`config.mk`:
```
export PLATFORM = sky130hd
export DESIGN_NAME = issue_scheduler_flat
export DESIGN_NICKNAME = d
export VERILOG_FILES = /design/src/rtl/issue_scheduler_pkg.sv /design/src/rtl/issue_scheduler_if.sv /design/src/rtl/issue_scoreboard.sv /design/src/rtl/issue_scheduler.sv /design/src/flat_wrapper.sv
export SDC_FILE = /design/constraint.sdc
export NUM_CORES = 1
export LEC_CHECK = 0
export ABC_AREA = 1
export CAP_MARGIN = 40
export CORE_MARGIN = 3
export CORE_UTILIZATION = 60
export DETAILED_ROUTE_END_ITERATION = 10
export DONT_BUFFER_PORTS = 1
export HOLD_SLACK_MARGIN = 0.08
export PLACE_DENSITY_LB_ADDON = 0.08
export SLEW_MARGIN = 30
export SYNTH_ARGS = -nofsm -noshare
export SYNTH_HDL_FRONTEND = slang
export SYNTH_SLANG_ARGS = --single-unit
```
`constraint.sdc`:
```
create_clock -name clk -period 3.2 [get_ports clk]
set_clock_uncertainty 0.05 [all_clocks]
set_input_delay 0.32 -clock clk [delete_from_list [all_inputs] [get_ports clk]]
set_output_delay 0.32 -clock clk [all_outputs]
set_load 0.02 [all_outputs]
```
`src/rtl/issue_scheduler_pkg.sv`:
```
// -----------------------------------------------------------------------------
// issue_scheduler_pkg
//   Shared constants and types for the issue scheduler slice.
//   NB_REG / REG_W size the register scoreboard and every register index in
//   the queue-head interface and the issue slot. NB_UNIT is the number of
//   issue queues / execution units (arithm, branch, lsu).
//   unit_e is the one-hot unit code driven on issue_unit_o.
//   unit_idx_e is the binary queue index used by the round-robin pointer.
// -----------------------------------------------------------------------------
package issue_scheduler_pkg;

    localparam int NB_REG  = 32;
    localparam int REG_W   = $clog2(NB_REG);
    localparam int NB_UNIT = 3;

    typedef enum logic [NB_UNIT-1:0] {
        UNIT_NONE   = 3'b000,
        UNIT_ARITHM = 3'b001,
        UNIT_BRANCH = 3'b010,
        UNIT_LSU    = 3'b100
    } unit_e;

    typedef enum logic [1:0] {
        IDX_ARITHM = 2'd0,
        IDX_BRANCH = 2'd1,
        IDX_LSU    = 2'd2
    } unit_idx_e;

    // Round-robin successor: arithm -> branch -> lsu -> arithm.
    function automatic unit_idx_e next_idx(input unit_idx_e idx);
        case (idx)
            IDX_ARITHM: return IDX_BRANCH;
            IDX_BRANCH: return IDX_LSU;
            default:    return IDX_ARITHM;
        endcase
    endfunction

    function automatic unit_e idx_to_unit(input unit_idx_e idx);
        case (idx)
            IDX_ARITHM: return UNIT_ARITHM;
            IDX_BRANCH: return UNIT_BRANCH;
            default:    return UNIT_LSU;
        endcase
    endfunction

endpackage

```
`src/rtl/issue_scheduler_if.sv`:
```
// -----------------------------------------------------------------------------
// issue_scheduler_if
//   One issue-queue head as seen by the scheduler. One instance per queue.
//   v              head valid
//   rs1_v / rs1    head reads rs1 / rs1 index
//   rs2_v / rs2    head reads rs2 / rs2 index
//   rd_v  / rd     head writes rd / rd index
//   ready          pop: head granted this cycle (combinational from scheduler)
//   master = issue queue side, slave = scheduler side.
// -----------------------------------------------------------------------------
interface issue_scheduler_if;
    import issue_scheduler_pkg::*;

    logic             v;
    logic             rs1_v;
    logic [REG_W-1:0] rs1;
    logic             rs2_v;
    logic [REG_W-1:0] rs2;
    logic             rd_v;
    logic [REG_W-1:0] rd;
    logic             ready;

    modport master (
        output v, rs1_v, rs1, rs2_v, rs2, rd_v, rd,
        input  ready
    );

    modport slave (
        input  v, rs1_v, rs1, rs2_v, rs2, rd_v, rd,
        output ready
    );

endinterface

```
`src/rtl/issue_scoreboard.sv`:
```
// -----------------------------------------------------------------------------
// issue_scoreboard
//   Busy bit per architectural register. A bit is set when an op that writes
//   it is granted and cleared by writeback. x0 is never busy.
//   Ports:
//     clk, reset_n        clock, asynchronous active-low reset
//     set_v_i / set_rd_i  granted op writes set_rd_i
//     clr_v_i / clr_rd_i  writeback of clr_rd_i
//     rs1_i/rs2_i/rd_i    register indices of the three queue heads
//     rs1_busy_o ...      per-head hazard flags; a writeback in the same
//                         cycle already counts as free (bypass)
// -----------------------------------------------------------------------------
module issue_scoreboard (
    input  logic                                                        clk,
    input  logic                                                        reset_n,
    input  logic                                                        set_v_i,
    input  logic [issue_scheduler_pkg::REG_W-1:0]                       set_rd_i,
    input  logic                                                        clr_v_i,
    input  logic [issue_scheduler_pkg::REG_W-1:0]                       clr_rd_i,
    input  logic [issue_scheduler_pkg::NB_UNIT-1:0][issue_scheduler_pkg::REG_W-1:0] rs1_i,
    input  logic [issue_scheduler_pkg::NB_UNIT-1:0][issue_scheduler_pkg::REG_W-1:0] rs2_i,
    input  logic [issue_scheduler_pkg::NB_UNIT-1:0][issue_scheduler_pkg::REG_W-1:0] rd_i,
    output logic [issue_scheduler_pkg::NB_UNIT-1:0]                     rs1_busy_o,
    output logic [issue_scheduler_pkg::NB_UNIT-1:0]                     rs2_busy_o,
    output logic [issue_scheduler_pkg::NB_UNIT-1:0]                     rd_busy_o
);
    import issue_scheduler_pkg::*;

    logic [NB_REG-1:0] busy_q, busy_d;
    logic [NB_REG-1:0] set_mask, clr_mask;

    // NOTE: every variable driven here gets a default first, so no path can
    // leave it unassigned and infer a latch.
    always_comb begin
        set_mask = '0;
        clr_mask = '0;
        // x0 is hard-wired free: neither a set nor a clear of it is recorded.
        if (set_v_i && (set_rd_i != '0)) set_mask[set_rd_i] = 1'b1;
        if (clr_v_i && (clr_rd_i != '0)) clr_mask[clr_rd_i] = 1'b1;
        // Set applied after clear: a new writer of the same register wins.
        busy_d = (busy_q & ~clr_mask) | set_mask;
    end

    // A register counts as free when its bit is clear or it is being
    // written back this very cycle.
    always_comb begin
        for (int u = 0; u < NB_UNIT; u++) begin
            rs1_busy_o[u] = busy_q[rs1_i[u]] & ~clr_mask[rs1_i[u]];
            rs2_busy_o[u] = busy_q[rs2_i[u]] & ~clr_mask[rs2_i[u]];
            rd_busy_o[u]  = busy_q[rd_i[u]]  & ~clr_mask[rd_i[u]];
        end
    end

    // NOTE: the busy vector is a bank of flops, not a RAM, so it is reset
    // like any other state: after reset nothing may look outstanding.
    always_ff @(posedge clk or negedge reset_n) begin
        if (!reset_n) begin
            busy_q <= '0;
        end else begin
            // NOTE: non-blocking assignment for state, so every flop samples
            // pre-edge values regardless of process evaluation order.
            busy_q <= busy_d;
        end
    end

endmodule

```
`src/rtl/issue_scheduler.sv`:
```
// -----------------------------------------------------------------------------
// issue_scheduler
//   Picks at most one instruction per cycle from the arithm, branch and lsu
//   queue heads, blocks RAW/WAW hazards via issue_scoreboard, rotates priority
//   among eligible queues and loads the winner into a registered issue slot.
//   Ports:
//     clk, reset_n                 clock, asynchronous active-low reset
//     arithm_if/branch_if/lsu_if   queue heads (slave), ready = pop
//     exe_ready_i                  exe stage accepts the issue slot
//     wb_v_i / wb_rd_i             writeback, clears scoreboard bit
//     lsu_busy_i                   LSU cannot take a new op
//     branch_done_i                outstanding branch resolved
//     flush_i                      mispredict flush of the issue slot
//     issue_v_o                    issue slot valid
//     issue_unit_o                 one-hot {lsu,branch,arithm}
//     issue_rd_v_o/issue_rd_o      issued destination
//     issue_rs1_o/issue_rs2_o      issued sources
//   Register widths come from issue_scheduler_pkg (NB_REG, REG_W).
// -----------------------------------------------------------------------------
module issue_scheduler (
    input  logic                                      clk,
    input  logic                                      reset_n,
    issue_scheduler_if.slave                          arithm_if,
    issue_scheduler_if.slave                          branch_if,
    issue_scheduler_if.slave                          lsu_if,
    input  logic                                      exe_ready_i,
    input  logic                                      wb_v_i,
    input  logic [issue_scheduler_pkg::REG_W-1:0]     wb_rd_i,
    input  logic                                      lsu_busy_i,
    input  logic                                      branch_done_i,
    input  logic                                      flush_i,
    output logic                                      issue_v_o,
    output logic [issue_scheduler_pkg::NB_UNIT-1:0]   issue_unit_o,
    output logic                                      issue_rd_v_o,
    output logic [issue_scheduler_pkg::REG_W-1:0]     issue_rd_o,
    output logic [issue_scheduler_pkg::REG_W-1:0]     issue_rs1_o,
    output logic [issue_scheduler_pkg::REG_W-1:0]     issue_rs2_o
);
    import issue_scheduler_pkg::*;

    // Queue heads flattened into arrays indexed by unit_idx_e.
    logic [NB_UNIT-1:0]            head_v, head_rs1_v, head_rs2_v, head_rd_v;
    logic [NB_UNIT-1:0][REG_W-1:0] head_rs1, head_rs2, head_rd;

    always_comb begin
        head_v[IDX_ARITHM]     = arithm_if.v;
        head_rs1_v[IDX_ARITHM] = arithm_if.rs1_v;
        head_rs1[IDX_ARITHM]   = arithm_if.rs1;
        head_rs2_v[IDX_ARITHM] = arithm_if.rs2_v;
        head_rs2[IDX_ARITHM]   = arithm_if.rs2;
        head_rd_v[IDX_ARITHM]  = arithm_if.rd_v;
        head_rd[IDX_ARITHM]    = arithm_if.rd;

        head_v[IDX_BRANCH]     = branch_if.v;
        head_rs1_v[IDX_BRANCH] = branch_if.rs1_v;
        head_rs1[IDX_BRANCH]   = branch_if.rs1;
        head_rs2_v[IDX_BRANCH] = branch_if.rs2_v;
        head_rs2[IDX_BRANCH]   = branch_if.rs2;
        head_rd_v[IDX_BRANCH]  = branch_if.rd_v;
        head_rd[IDX_BRANCH]    = branch_if.rd;

        head_v[IDX_LSU]        = lsu_if.v;
        head_rs1_v[IDX_LSU]    = lsu_if.rs1_v;
        head_rs1[IDX_LSU]      = lsu_if.rs1;
        head_rs2_v[IDX_LSU]    = lsu_if.rs2_v;
        head_rs2[IDX_LSU]      = lsu_if.rs2;
        head_rd_v[IDX_LSU]     = lsu_if.rd_v;
        head_rd[IDX_LSU]       = lsu_if.rd;
    end

    // State
    logic             issue_v_q,    issue_v_d;
    logic [NB_UNIT-1:0] issue_unit_q, issue_unit_d;
    logic             issue_rd_v_q, issue_rd_v_d;
    logic [REG_W-1:0] issue_rd_q,   issue_rd_d;
    logic [REG_W-1:0] issue_rs1_q,  issue_rs1_d;
    logic [REG_W-1:0] issue_rs2_q,  issue_rs2_d;
    unit_idx_e        rr_ptr_q,     rr_ptr_d;
    logic             branch_pending_q, branch_pending_d;

    // Scoreboard
    logic [NB_UNIT-1:0] rs1_busy, rs2_busy, rd_busy;
    logic               sb_set_v;
    logic [REG_W-1:0]   sb_set_rd;

    issue_scoreboard u_scoreboard (
        .clk        (clk),
        .reset_n    (reset_n),
        .set_v_i    (sb_set_v),
        .set_rd_i   (sb_set_rd),
        .clr_v_i    (wb_v_i),
        .clr_rd_i   (wb_rd_i),
        .rs1_i      (head_rs1),
        .rs2_i      (head_rs2),
        .rd_i       (head_rd),
        .rs1_busy_o (rs1_busy),
        .rs2_busy_o (rs2_busy),
        .rd_busy_o  (rd_busy)
    );

    // Eligibility
    logic [NB_UNIT-1:0] eligible;

    always_comb begin
        for (int u = 0; u < NB_UNIT; u++) begin
            eligible[u] = head_v[u]
                        & ~(head_rs1_v[u] & rs1_busy[u])
                        & ~(head_rs2_v[u] & rs2_busy[u])
                        & ~(head_rd_v[u]  & rd_busy[u]);
        end
        eligible[IDX_LSU]    = eligible[IDX_LSU]    & ~lsu_busy_i;
        eligible[IDX_BRANCH] = eligible[IDX_BRANCH] & ~branch_pending_q;
    end

    // Rotating arbiter
    // The slot can take a new op when it is empty or being drained this cycle.
    logic               slot_free;
    logic               grant_any;
    unit_idx_e          win_idx;
    unit_idx_e          cand;
    logic [NB_UNIT-1:0] grant;

    assign slot_free = ~issue_v_q | exe_ready_i;

    always_comb begin
        grant_any = 1'b0;
        win_idx   = rr_ptr_q;
        cand      = rr_ptr_q;
        if (slot_free && !flush_i) begin
            // Scan from rr_ptr forward; the first eligible queue wins.
            for (int k = 0; k < NB_UNIT; k++) begin
                if (!grant_any && eligible[cand]) begin
                    grant_any = 1'b1;
                    win_idx   = cand;
                end
                cand = next_idx(cand);
            end
        end
    end

    assign grant           = grant_any ? idx_to_unit(win_idx) : UNIT_NONE;
    assign arithm_if.ready = grant[IDX_ARITHM];
    assign branch_if.ready = grant[IDX_BRANCH];
    assign lsu_if.ready    = grant[IDX_LSU];

    assign sb_set_v  = grant_any & head_rd_v[win_idx];
    assign sb_set_rd = head_rd[win_idx];

    // Next state
    always_comb begin
        issue_v_d    = issue_v_q;
        issue_unit_d = issue_unit_q;
        issue_rd_v_d = issue_rd_v_q;
        issue_rd_d   = issue_rd_q;
        issue_rs1_d  = issue_rs1_q;
        issue_rs2_d  = issue_rs2_q;

        if (flush_i) begin
            issue_v_d = 1'b0;
        end else if (slot_free) begin
            issue_v_d = grant_any;
            if (grant_any) begin
                issue_unit_d = grant;
                issue_rd_v_d = head_rd_v[win_idx];
                issue_rd_d   = head_rd[win_idx];
                issue_rs1_d  = head_rs1[win_idx];
                issue_rs2_d  = head_rs2[win_idx];
            end
        end
        // Otherwise the slot is stalled by exe and everything holds.

        rr_ptr_d = grant_any ? next_idx(win_idx) : rr_ptr_q;

        // Resolution or flush beats a same-cycle branch grant.
        if (flush_i || branch_done_i) begin
            branch_pending_d = 1'b0;
        end else if (grant[IDX_BRANCH]) begin
            branch_pending_d = 1'b1;
        end else begin
            branch_pending_d = branch_pending_q;
        end
    end

    always_ff @(posedge clk or negedge reset_n) begin
        if (!reset_n) begin
            issue_v_q        <= 1'b0;
            issue_unit_q     <= '0;
            issue_rd_v_q     <= 1'b0;
            issue_rd_q       <= '0;
            issue_rs1_q      <= '0;
            issue_rs2_q      <= '0;
            rr_ptr_q         <= IDX_ARITHM;
            branch_pending_q <= 1'b0;
        end else begin
            issue_v_q        <= issue_v_d;
            issue_unit_q     <= issue_unit_d;
            issue_rd_v_q     <= issue_rd_v_d;
            issue_rd_q       <= issue_rd_d;
            issue_rs1_q      <= issue_rs1_d;
            issue_rs2_q      <= issue_rs2_d;
            rr_ptr_q         <= rr_ptr_d;
            branch_pending_q <= branch_pending_d;
        end
    end

    assign issue_v_o    = issue_v_q;
    assign issue_unit_o = issue_unit_q;
    assign issue_rd_v_o = issue_rd_v_q;
    assign issue_rd_o   = issue_rd_q;
    assign issue_rs1_o  = issue_rs1_q;
    assign issue_rs2_o  = issue_rs2_q;

endmodule

```
`src/flat_wrapper.sv`:
```
// flat-port wrapper written by rule: the top's interface ports become plain ports
module issue_scheduler_flat import issue_scheduler_pkg::*;
  (clk, reset_n, exe_ready_i, wb_v_i, wb_rd_i, lsu_busy_i, branch_done_i, flush_i, issue_v_o, issue_unit_o, issue_rd_v_o, issue_rd_o, issue_rs1_o, issue_rs2_o, arithm_if_v, arithm_if_rs1_v, arithm_if_rs1, arithm_if_rs2_v, arithm_if_rs2, arithm_if_rd_v, arithm_if_rd, arithm_if_ready, branch_if_v, branch_if_rs1_v, branch_if_rs1, branch_if_rs2_v, branch_if_rs2, branch_if_rd_v, branch_if_rd, branch_if_ready, lsu_if_v, lsu_if_rs1_v, lsu_if_rs1, lsu_if_rs2_v, lsu_if_rs2, lsu_if_rd_v, lsu_if_rd, lsu_if_ready);
  issue_scheduler_if arithm_if_i ();
  issue_scheduler_if branch_if_i ();
  issue_scheduler_if lsu_if_i ();
  input  logic clk;
  input  logic reset_n;
  input  logic exe_ready_i;
  input  logic wb_v_i;
  input  logic [issue_scheduler_pkg::REG_W-1:0] wb_rd_i;
  input  logic lsu_busy_i;
  input  logic branch_done_i;
  input  logic flush_i;
  output logic issue_v_o;
  output logic [issue_scheduler_pkg::NB_UNIT-1:0] issue_unit_o;
  output logic issue_rd_v_o;
  output logic [issue_scheduler_pkg::REG_W-1:0] issue_rd_o;
  output logic [issue_scheduler_pkg::REG_W-1:0] issue_rs1_o;
  output logic [issue_scheduler_pkg::REG_W-1:0] issue_rs2_o;
  input wire logic [$bits(arithm_if_i.v)-1:0] arithm_if_v;
  input wire logic [$bits(arithm_if_i.rs1_v)-1:0] arithm_if_rs1_v;
  input wire logic [$bits(arithm_if_i.rs1)-1:0] arithm_if_rs1;
  input wire logic [$bits(arithm_if_i.rs2_v)-1:0] arithm_if_rs2_v;
  input wire logic [$bits(arithm_if_i.rs2)-1:0] arithm_if_rs2;
  input wire logic [$bits(arithm_if_i.rd_v)-1:0] arithm_if_rd_v;
  input wire logic [$bits(arithm_if_i.rd)-1:0] arithm_if_rd;
  output wire logic [$bits(arithm_if_i.ready)-1:0] arithm_if_ready;
  input wire logic [$bits(branch_if_i.v)-1:0] branch_if_v;
  input wire logic [$bits(branch_if_i.rs1_v)-1:0] branch_if_rs1_v;
  input wire logic [$bits(branch_if_i.rs1)-1:0] branch_if_rs1;
  input wire logic [$bits(branch_if_i.rs2_v)-1:0] branch_if_rs2_v;
  input wire logic [$bits(branch_if_i.rs2)-1:0] branch_if_rs2;
  input wire logic [$bits(branch_if_i.rd_v)-1:0] branch_if_rd_v;
  input wire logic [$bits(branch_if_i.rd)-1:0] branch_if_rd;
  output wire logic [$bits(branch_if_i.ready)-1:0] branch_if_ready;
  input wire logic [$bits(lsu_if_i.v)-1:0] lsu_if_v;
  input wire logic [$bits(lsu_if_i.rs1_v)-1:0] lsu_if_rs1_v;
  input wire logic [$bits(lsu_if_i.rs1)-1:0] lsu_if_rs1;
  input wire logic [$bits(lsu_if_i.rs2_v)-1:0] lsu_if_rs2_v;
  input wire logic [$bits(lsu_if_i.rs2)-1:0] lsu_if_rs2;
  input wire logic [$bits(lsu_if_i.rd_v)-1:0] lsu_if_rd_v;
  input wire logic [$bits(lsu_if_i.rd)-1:0] lsu_if_rd;
  output wire logic [$bits(lsu_if_i.ready)-1:0] lsu_if_ready;
  assign arithm_if_i.v = arithm_if_v;
  assign arithm_if_i.rs1_v = arithm_if_rs1_v;
  assign arithm_if_i.rs1 = arithm_if_rs1;
  assign arithm_if_i.rs2_v = arithm_if_rs2_v;
  assign arithm_if_i.rs2 = arithm_if_rs2;
  assign arithm_if_i.rd_v = arithm_if_rd_v;
  assign arithm_if_i.rd = arithm_if_rd;
  assign arithm_if_ready = arithm_if_i.ready;
  assign branch_if_i.v = branch_if_v;
  assign branch_if_i.rs1_v = branch_if_rs1_v;
  assign branch_if_i.rs1 = branch_if_rs1;
  assign branch_if_i.rs2_v = branch_if_rs2_v;
  assign branch_if_i.rs2 = branch_if_rs2;
  assign branch_if_i.rd_v = branch_if_rd_v;
  assign branch_if_i.rd = branch_if_rd;
  assign branch_if_ready = branch_if_i.ready;
  assign lsu_if_i.v = lsu_if_v;
  assign lsu_if_i.rs1_v = lsu_if_rs1_v;
  assign lsu_if_i.rs1 = lsu_if_rs1;
  assign lsu_if_i.rs2_v = lsu_if_rs2_v;
  assign lsu_if_i.rs2 = lsu_if_rs2;
  assign lsu_if_i.rd_v = lsu_if_rd_v;
  assign lsu_if_i.rd = lsu_if_rd;
  assign lsu_if_ready = lsu_if_i.ready;
  issue_scheduler u_core (.clk(clk), .reset_n(reset_n), .arithm_if(arithm_if_i), .branch_if(branch_if_i), .lsu_if(lsu_if_i), .exe_ready_i(exe_ready_i), .wb_v_i(wb_v_i), .wb_rd_i(wb_rd_i), .lsu_busy_i(lsu_busy_i), .branch_done_i(branch_done_i), .flush_i(flush_i), .issue_v_o(issue_v_o), .issue_unit_o(issue_unit_o), .issue_rd_v_o(issue_rd_v_o), .issue_rd_o(issue_rd_o), .issue_rs1_o(issue_rs1_o), .issue_rs2_o(issue_rs2_o));
endmodule
```
==> impl_metrics.py, run 1 <==
metrics = {
    "outcome": {
        "status": "did not finish",
        "haltStage": "5_1_grt",
        "toolErrorMsg": "[ERROR GRT-0232] Routing congestion too high. Check the congestion heatmap in the GUI.",
    },
    "clock_network": {
        "cts-root-buf": "clkbuf_16",
        "cts_buffer_depth": 2,
        "cts_sinks": 55,
        "cts_htree_levels": 2,
        "cts_buffers": 5,
    },
    "timing": {
        "worstEndpointType": "register input",
        "postGrtWorstEndpoint": "u_core.u_scoreboard.busy_q[31]$_DFF_PN0_/D",
    },
    "floorplan": {
        "num_io_pins": 92,
        "start_util_pct": 62.57,
        "row_count": 42,
        "fp.dieH_microns": 124.7,
        "die_x_microns": 124.7,
    },
    "synthesis": {
        "synth_seq_cells": 55,
        "syn-cell-area_sq_um": 8451,
        "ys.flop_type": "dfrtp_1",
        "yosysSeqAreaShare_pct": 16.29,
        "synth_cells": 1603,
        "yosysUniqueCellTypes": 33,
        "avgSynthCellArea_sq_um": 5.272,
        "ys_warn_count": 0,
        "syn_nets": 1672,
        "async_flop_share_pct": 100.0,
        "synth_edf_count": 0,
    },
    "global_route": {
        "gr-total-overflow": 308,
        "grtUsageTotal_pct": 90.19,
        "grt_max_degree": 56,
    },
    "place": {
        "gp_congestion": 1.219,
        "portBuffers": 0,
        "dp_hpwl_microns": 33080,
    },
}
metrics by stage:
| stage | cell area [sq um] | hold slack [ns] | TNS, ns | worst slack [ns] | instances |
|---|---|---|---|---|---|
| floorplan | 8451 | -0.02559 | 0 | 0.06789 | 1603 |
| global placement | 10350 | -0.02459 | -18.75 | -0.4539 | 1937 |
| detailed placement | 10350 | -0.02460 | -22.72 | -0.4931 | 1937 |
| CTS | 11310 | 0.1211 | -5.967 | -0.2205 | 1974 |
cell usage after synthesis (16+ instances only):
cell / n / area share (%)
o21ai_1: 30 / 1.8
o211ai_1: 26 / 2.3
inv_1: 100 / 4.4
a21oi_1: 136 / 8.1
nor2_1: 100 / 4.4
clkbuf_1: 53 / 2.4
dfrtp_1: 55 / 16
buf_2: 39 / 2.3
nand3_1: 301 / 18
nand4_1: 16 / 1.2
o21ai_0: 89 / 5.3
nand2_1: 553 / 25
routing by layer:
| metal | global-route usage, % | GRT overflow |
|---|---|---|
| met1 | 89.02 | 14 |
| met2 | 99.27 | 147 |
| met3 | 82.63 | 16 |
| met4 | 91.17 | 122 |
| met5 | 64.05 | 9 |
cell families after synthesis:
family	after synthesis	synth area share [%]
and+or+nand+nor	1029	53.79
AOI/OAI and AO/OA	299	19.17
buffers and inverters	220	10.75
DFF	55	16.29
repair_timing:
item,in CTS
hold buffers,4
resized for setup,161
hold endpoints to repair,57
buffers inserted,27
pin swaps,57
setup endpoints to repair,56
==> inputs of run 2 (changes only) <==
--- a/config.mk
+++ b/config.mk
@@ -8,11 +8,10 @@
 export ABC_AREA = 1
 export CAP_MARGIN = 40
 export CORE_MARGIN = 3
-export CORE_UTILIZATION = 60
+export CORE_UTILIZATION = 40
 export DETAILED_ROUTE_END_ITERATION = 10
 export DONT_BUFFER_PORTS = 1
-export HOLD_SLACK_MARGIN = 0.08
-export PLACE_DENSITY_LB_ADDON = 0.08
+export PLACE_DENSITY_LB_ADDON = 0.15
 export SLEW_MARGIN = 30
 export SYNTH_ARGS = -nofsm -noshare
 export SYNTH_HDL_FRONTEND = slang
==> impl_metrics.py, run 2 <==
metrics = {
    "synthesis": {
        "synth_seq_cells": 55,
        "synth_area_leaders": "nand2_1 25%, nand3_1 18%, dfrtp_1 16%",
        "async_flop_share_pct": 100.0,
        "synth_edf_count": 0,
        "syn_nets": 1672,
        "yosysUniqueCellTypes": 33,
        "ys_warn_count": 0,
        "yosysTopAreaCellShare_pct": 24.56,
        "syn-cell-area_sq_um": 8451,
        "ys.flop_type": "dfrtp_1",
        "yosys-top-cells-count": "553 x nand2_1, 301 x nand3_1, 136 x a21oi_1",
        "avgSynthCellArea_sq_um": 5.272,
        "synth_area_leader_cell": "nand2_1",
        "synth.most_common_cell": "nand2_1",
        "synth_cells": 1603,
        "yosysSeqAreaShare_pct": 16.29,
    },
    "drt": {
        "firstDrtPassIters": 7,
        "vias": 12910,
        "drt_drc_violations_left": 0,
        "routed_via_density": 6.081,
        "wl_per_cell_microns": 24.67,
        "drt.antenna.violating_nets": 0,
        "routed_wl_microns": 52380,
        "drt-initial-drc-count": 1853,
    },
    "outcome": {
        "violations": "setup timing",
        "status": "finished with violations",
    },
    "floorplan": {
        "fp.dieH_microns": 151.4,
        "die_area_sq_um": 22910,
        "row_count": 52,
        "die_x_microns": 151.4,
        "start_util_pct": 41.23,
        "num_io_pins": 92,
        "core_region_area_sq_um": 20490,
    },
    "place": {
        "dp_hpwl_microns": 39340,
        "portBuffers": 0,
        "gp_congestion": 1.132,
        "dp_cells": 2074,
    },
    "setup_path": {
        "crit_chain": "nor2_2, nand2_2, inv_1, nand2_1, buf_4, nand2_1, nand3_1, nand2_1, nand3_1, nand3_1, nand2_1, nand2_1, nand2_2, o21ai_1, o21ai_2, nor2_2, nand3_2, nand2_1, inv_2, a21oi_4, buf_4, nand2_4, nor2_4, buf_6",
        "cp.arrival_ns": 3.34,
        "slowest_delay_ns": 0.30,
        "critical_path_required_ns": 2.83,
        "critPathMaxFanout": 8,
        "critical_path_class": "in2out",
        "slowest_stage": "nand2_1",
        "cp-start-kind": "input port",
        "path_buf_inv": 5,
        "cp_top_family": "simple AND/OR/NAND/NOR gates",
        "crit_path_frequent_cell": "nand2_1",
        "end_kind": "primary output",
    },
    "clock_network": {
        "cts-root-buf": "clkbuf_16",
        "path_clk_slew_ns": 0.08,
        "clk_latency_ns": 0.32,
        "cts_tree": "built",
        "cts_sinks": 55,
        "cts_buffers": 5,
        "cts_htree_levels": 2,
        "cts_buffer_depth": 2,
    },
    "layout": {
        "insertedDiodeCount": 0,
        "area_delta_synth_final_pct": 47.14,
        "largest_reg_flops": 32,
        "layout-drive-gt1-share_pct": 30.06,
        "regMostFlops": "u_core.u_scoreboard.busy_q",
        "seqCellArea_sq_um": 1388,
        "n_fill_cell": 2000,
        "mostFrequentLayoutCell": "nand2_1",
        "finalNetCount": 1921,
        "final_util_pct": 60.67,
        "fin_cells": 2123,
        "multi_input_area_sq_um": 6864,
        "final_cell_mix": "513 x nand2_1, 282 x nand3_1, 268 x buf_4",
    },
    "power": {
        "power.density_nw_per_um2": 662.5,
        "vdd_drop_max_mv": 0.7427,
        "p_total_uw": 8238,
        "cellLeakagePower_uw": 0.005918,
    },
    "global_route": {
        "gr-total-overflow": 0,
        "grt_max_degree": 56,
        "grtUsageTotal_pct": 44.47,
        "antenna_found_initial": 0,
        "grt_pass1_wl_microns": 74920,
        "grt_pass1_vias": 11980,
    },
    "timing": {
        "fmax_ghz": 0.2697,
        "finalHoldViolations": 0,
        "drv_slew": 0,
        "finalSetupViolations": 56,
        "layout_min_cycle_time_ns": 3.708,
        "fin_setup_tns_ns": -20.17,
        "setup_ws_ns": -0.5085,
        "rsz0062_at_grt": "yes",
        "slew_headroom_pct": 63.85,
        "period_share_pct": 115.9,
        "worstMarginPinSlew_ns": 0.5409,
    },
    "run": {
        "max_cap_violations": 0,
    },
    "worst_hold_path": {
        "hold_path.class": "in2reg",
    },
}
run 2: cell counts after synthesis:
No cell type changed its count.
run 2: worst paths after layout:
check,end,slack (ns),cells after the start,start
setup / recovery,branch_if_ready,-0.51,24,wb_rd_i[4]
hold / removal,u_core.branch_pending_q,0.008,1,flush_i
setup reg to reg,u_core.u_scoreboard.busy_q[23],-0.44,24,u_core.u_scoreboard.busy_q[29]
hold reg to reg,u_core.u_scoreboard.busy_q[5],0.47,2,u_core.u_scoreboard.busy_q[5]
max in group asynchronous,u_core.u_scoreboard.busy_q[25],2.24,2,reset_n
min in group asynchronous,u_core.issue_rs2_o[1],0.54,2,reset_n
run 2: kinds of logic after synthesis:
family          after synthesis  synth area share [%]
simple gates               1029                 53.79
compound gates              299                 19.17
flops                        55                 16.29
buf+inv                     220                 10.75
run 2: per-layer routing:
metal | track usage (%) | part of all wire, %
met5 | 0 | 0
met1 | 54.36 | 36
met4 | 32.23 | 9.0
met2 | 63.26 | 41
met3 | 16.97 | 14
run 2: cell type report:
class,count,share of cell area (%)
Timing Repair Buffer,342,25.70
Sequential cell,55,11.16
Multi-Input combinational cell,1328,55.20
Clock inverter,3,0.2113
Tap cell,270,2.717
Inverter,120,4.005
Clock buffer,5,1.006
run 2: worst reg2reg max path: cells and delay by family, from the launching register on:
| family | cells | cell delay (ns) |
|---|---|---|
| AND/OR/NAND/NOR | 16 | 1.78 |
| AO/OA/AOI/OAI | 4 | 0.73 |
| buffers and inverters | 4 | 0.62 |
| flip-flops | 1 | 0.41 |
run 2: metrics by stage:
step / setup WS (ns) / hold slack (ns) / instance area (sq um)
2_1_floorplan: 0.06789 / -0.02559 / 8451
3_3_place_gp: -0.6097 / -0.02437 / 11000
3_5_place_dp: -0.6616 / -0.02468 / 11000
4_1_cts: -0.3535 / 0.0005407 / 11660
5_1_grt: -0.6565 / 0.00001590 / 12430
6_report: -0.5085 / 0.007601 / 12430
run 2: timing repair:
action / in CTS / in global routing
hold endpoints to repair: 56 / 0
cloned: 1 / 0
setup buffers: 16 / 21
pin swaps: 29 / 64
resized for setup: 101 / 157
hold buffers: 3 / 0
endpoints found under the setup margin: 56 / 56
run 2: power breakdown:
part	total, uW	switching (uW)	internal [uW]
Clock	613	313	299
Sequential	1420	450	975
Combinational	6200	3580	2620
Note: power is estimated with default switching activity, not from simulation.
==> inputs of run 3 (changes only) <==
--- a/config.mk
+++ b/config.mk
@@ -7,12 +7,11 @@
 export LEC_CHECK = 0
 export ABC_AREA = 1
 export CAP_MARGIN = 40
-export CORE_MARGIN = 3
 export CORE_UTILIZATION = 40
 export DETAILED_ROUTE_END_ITERATION = 10
 export DONT_BUFFER_PORTS = 1
 export PLACE_DENSITY_LB_ADDON = 0.15
-export SLEW_MARGIN = 30
+export SLEW_MARGIN = 25
 export SYNTH_ARGS = -nofsm -noshare
 export SYNTH_HDL_FRONTEND = slang
 export SYNTH_SLANG_ARGS = --single-unit
==> impl_metrics.py, run 3 (same netlist as run 2, synthesis figures left out) <==
metrics = {
    "place": {
        "pre_cts_ws_ns": -0.7281,
        "dp_hpwl_microns": 39080,
        "dp_cells": 2069,
        "place_area_sq_um": 10900,
        "gp_congestion": 1.106,
        "portBuffers": 0,
    },
    "global_route": {
        "gr-total-overflow": 0,
        "antenna_found_initial": 3,
        "grt_pass1_vias": 11580,
        "grtUsageTotal_pct": 47.66,
        "grt_pass1_wl_microns": 75250,
        "grt_max_degree": 56,
    },
    "layout": {
        "layout-drive-gt1-share_pct": 27.67,
        "multi_input_area_sq_um": 6720,
        "finalNetCount": 1911,
        "regMostFlops": "u_core.u_scoreboard.busy_q",
        "seqCellArea_sq_um": 1381,
        "mostFrequentLayoutCell": "nand2_1",
        "area_delta_synth_final_pct": 43.01,
        "fin_cells": 2116,
        "final_area_sq_um": 12090,
        "final_cell_mix": "518 x nand2_1, 289 x nand3_1, 278 x buf_4",
        "n_fill_cell": 2047,
        "largest_reg_flops": 32,
    },
    "setup_path": {
        "path_buf_inv": 7,
        "slowest_stage": "dfrtp_1",
        "end_kind": "primary output",
        "startpoint": "u_core.u_scoreboard.busy_q[30]",
        "critical_path_class": "reg2out",
        "r2r_start": "u_core.u_scoreboard.busy_q[30]",
        "critPathMaxFanout": 6,
        "cp_top_family": "simple AND/OR/NAND/NOR gates",
        "slowest_delay_ns": 0.39,
        "crit_chain": "clkinvlp_4, buf_12, buf_4, o21ai_1, nand3_1, nand3_1, nand2_1, nor2_1, nand3_1, nand2_1, nand2_1, nand2_2, inv_2, nand3_2, nand3_4, nor2_4, nand3_2, nand2_2, inv_2, a21oi_4, buf_6, nand2_8, nor2_4, buf_12",
        "critPathCapture": "arithm_if_ready",
        "worstReg2RegEnd": "u_core.u_scoreboard.busy_q[1]",
        "critical_path_required_ns": 2.83,
        "cp.arrival_ns": 3.34,
        "r2r_slack_ns": -0.46,
        "cp-start-kind": "flip-flop",
        "reg2regPathDepth": 29,
        "worst-path-stages": 24,
    },
    "floorplan": {
        "die_x_microns": 147.4,
        "num_io_pins": 92,
        "core_region_area_sq_um": 20490,
        "die_area_sq_um": 21710,
        "fp.dieH_microns": 147.4,
        "row_count": 52,
        "start_util_pct": 41.23,
    },
    "clock_network": {
        "cts_tree": "built",
        "cts_htree_levels": 2,
        "path_clk_slew_ns": 0.08,
        "cts_buffer_depth": 2,
        "cts-root-buf": "clkbuf_16",
        "cts_sinks": 55,
        "clk_latency_ns": 0.31,
        "cts_buffers": 5,
    },
    "timing": {
        "finalSetupViolations": 56,
        "setup_ws_ns": -0.5119,
        "drv_slew": 0,
        "period_share_pct": 116.0,
        "worstMarginPinSlew_ns": 0.7435,
        "slew_headroom_pct": 50.25,
        "fin_setup_tns_ns": -19.40,
        "fmax_ghz": 0.2694,
        "rsz0062_at_grt": "yes",
        "layout_min_cycle_time_ns": 3.712,
        "finalHoldViolations": 0,
    },
    "outcome": {
        "status": "finished with violations",
        "violations": "setup timing",
    },
    "drt": {
        "drt.antenna.violating_nets": 0,
        "routed_via_density": 6.052,
        "wl_per_cell_microns": 24.86,
        "drt-initial-drc-count": 1909,
        "vias": 12810,
        "firstDrtPassIters": 6,
        "drt_drc_violations_left": 0,
        "routed_wl_microns": 52600,
    },
    "worst_hold_path": {
        "hold_path.class": "in2reg",
    },
    "run": {
        "max_cap_violations": 0,
    },
    "power": {
        "cellLeakagePower_uw": 0.005818,
        "power.density_nw_per_um2": 663.1,
        "vdd_drop_max_mv": 0.8193,
    },
}
[run 3: area by class of cell]
type,count,share of cell area (%)
antenna,3,0.06212
clock buffer,5,1.035
clock inverter,3,0.3934
inverter,120,3.945
multi-input combinational,1328,55.61
sequential,55,11.43
tap,270,2.795
timing repair buffer,332,24.73
[run 3: metal layers]
| metal | wire length, microns | global-route usage [%] |
|---|---|---|
| met1 | 19810 | 60.88 |
| met2 | 21710 | 70.12 |
| met3 | 7694 | 16.27 |
| met4 | 3386 | 25.93 |
| met5 | 0 | 0 |
[run 3: power by group]
part / leakage [uW] / total (uW) / internal (uW) / switching (uW)
registers: 0.000711 / 1420 / 970 / 449
logic: 0.00502 / 5910 / 2460 / 3450
clock network: 0.0000844 / 680 / 375 / 305
[run 3: metrics by stage]
step                      utilization [%]  total power [uW]  hold WS [ns]
after floorplan                         -              3463      -0.02559
after global placement              53.20              5761      -0.02469
after detailed placement            53.20              5780      -0.02490
after CTS                           56.36              7040      0.003311
after global routing                58.94              8313      0.007045
final                               58.97              8013      0.008183
[run 3: worst min-delay path by stage]
| stage | start | end | slack (ns) | cells past startpoint |
|---|---|---|---|---|
| 2_1_floorplan | reset_n | u_core.branch_pending_q | -0.03 | 0 |
| 3_3_place_gp | reset_n | u_core.u_scoreboard.busy_q[10] | -0.02 | 0 |
| 3_5_place_dp | reset_n | u_core.u_scoreboard.busy_q[25] | -0.02 | 0 |
| 4_1_cts | flush_i | u_core.branch_pending_q | 0.003 | 1 |
| 5_1_grt | flush_i | u_core.branch_pending_q | 0.007 | 1 |
| 6_report | flush_i | u_core.branch_pending_q | 0.008 | 1 |
[run 3: what timing repair did]
item	in CTS	in global routing
gates resized for setup	75	100
pin swaps	16	50
setup buffers	13	20
cloned	0	1
endpoints found under the hold margin	56	0
setup endpoints to repair	56	56
hold buffers	3	0
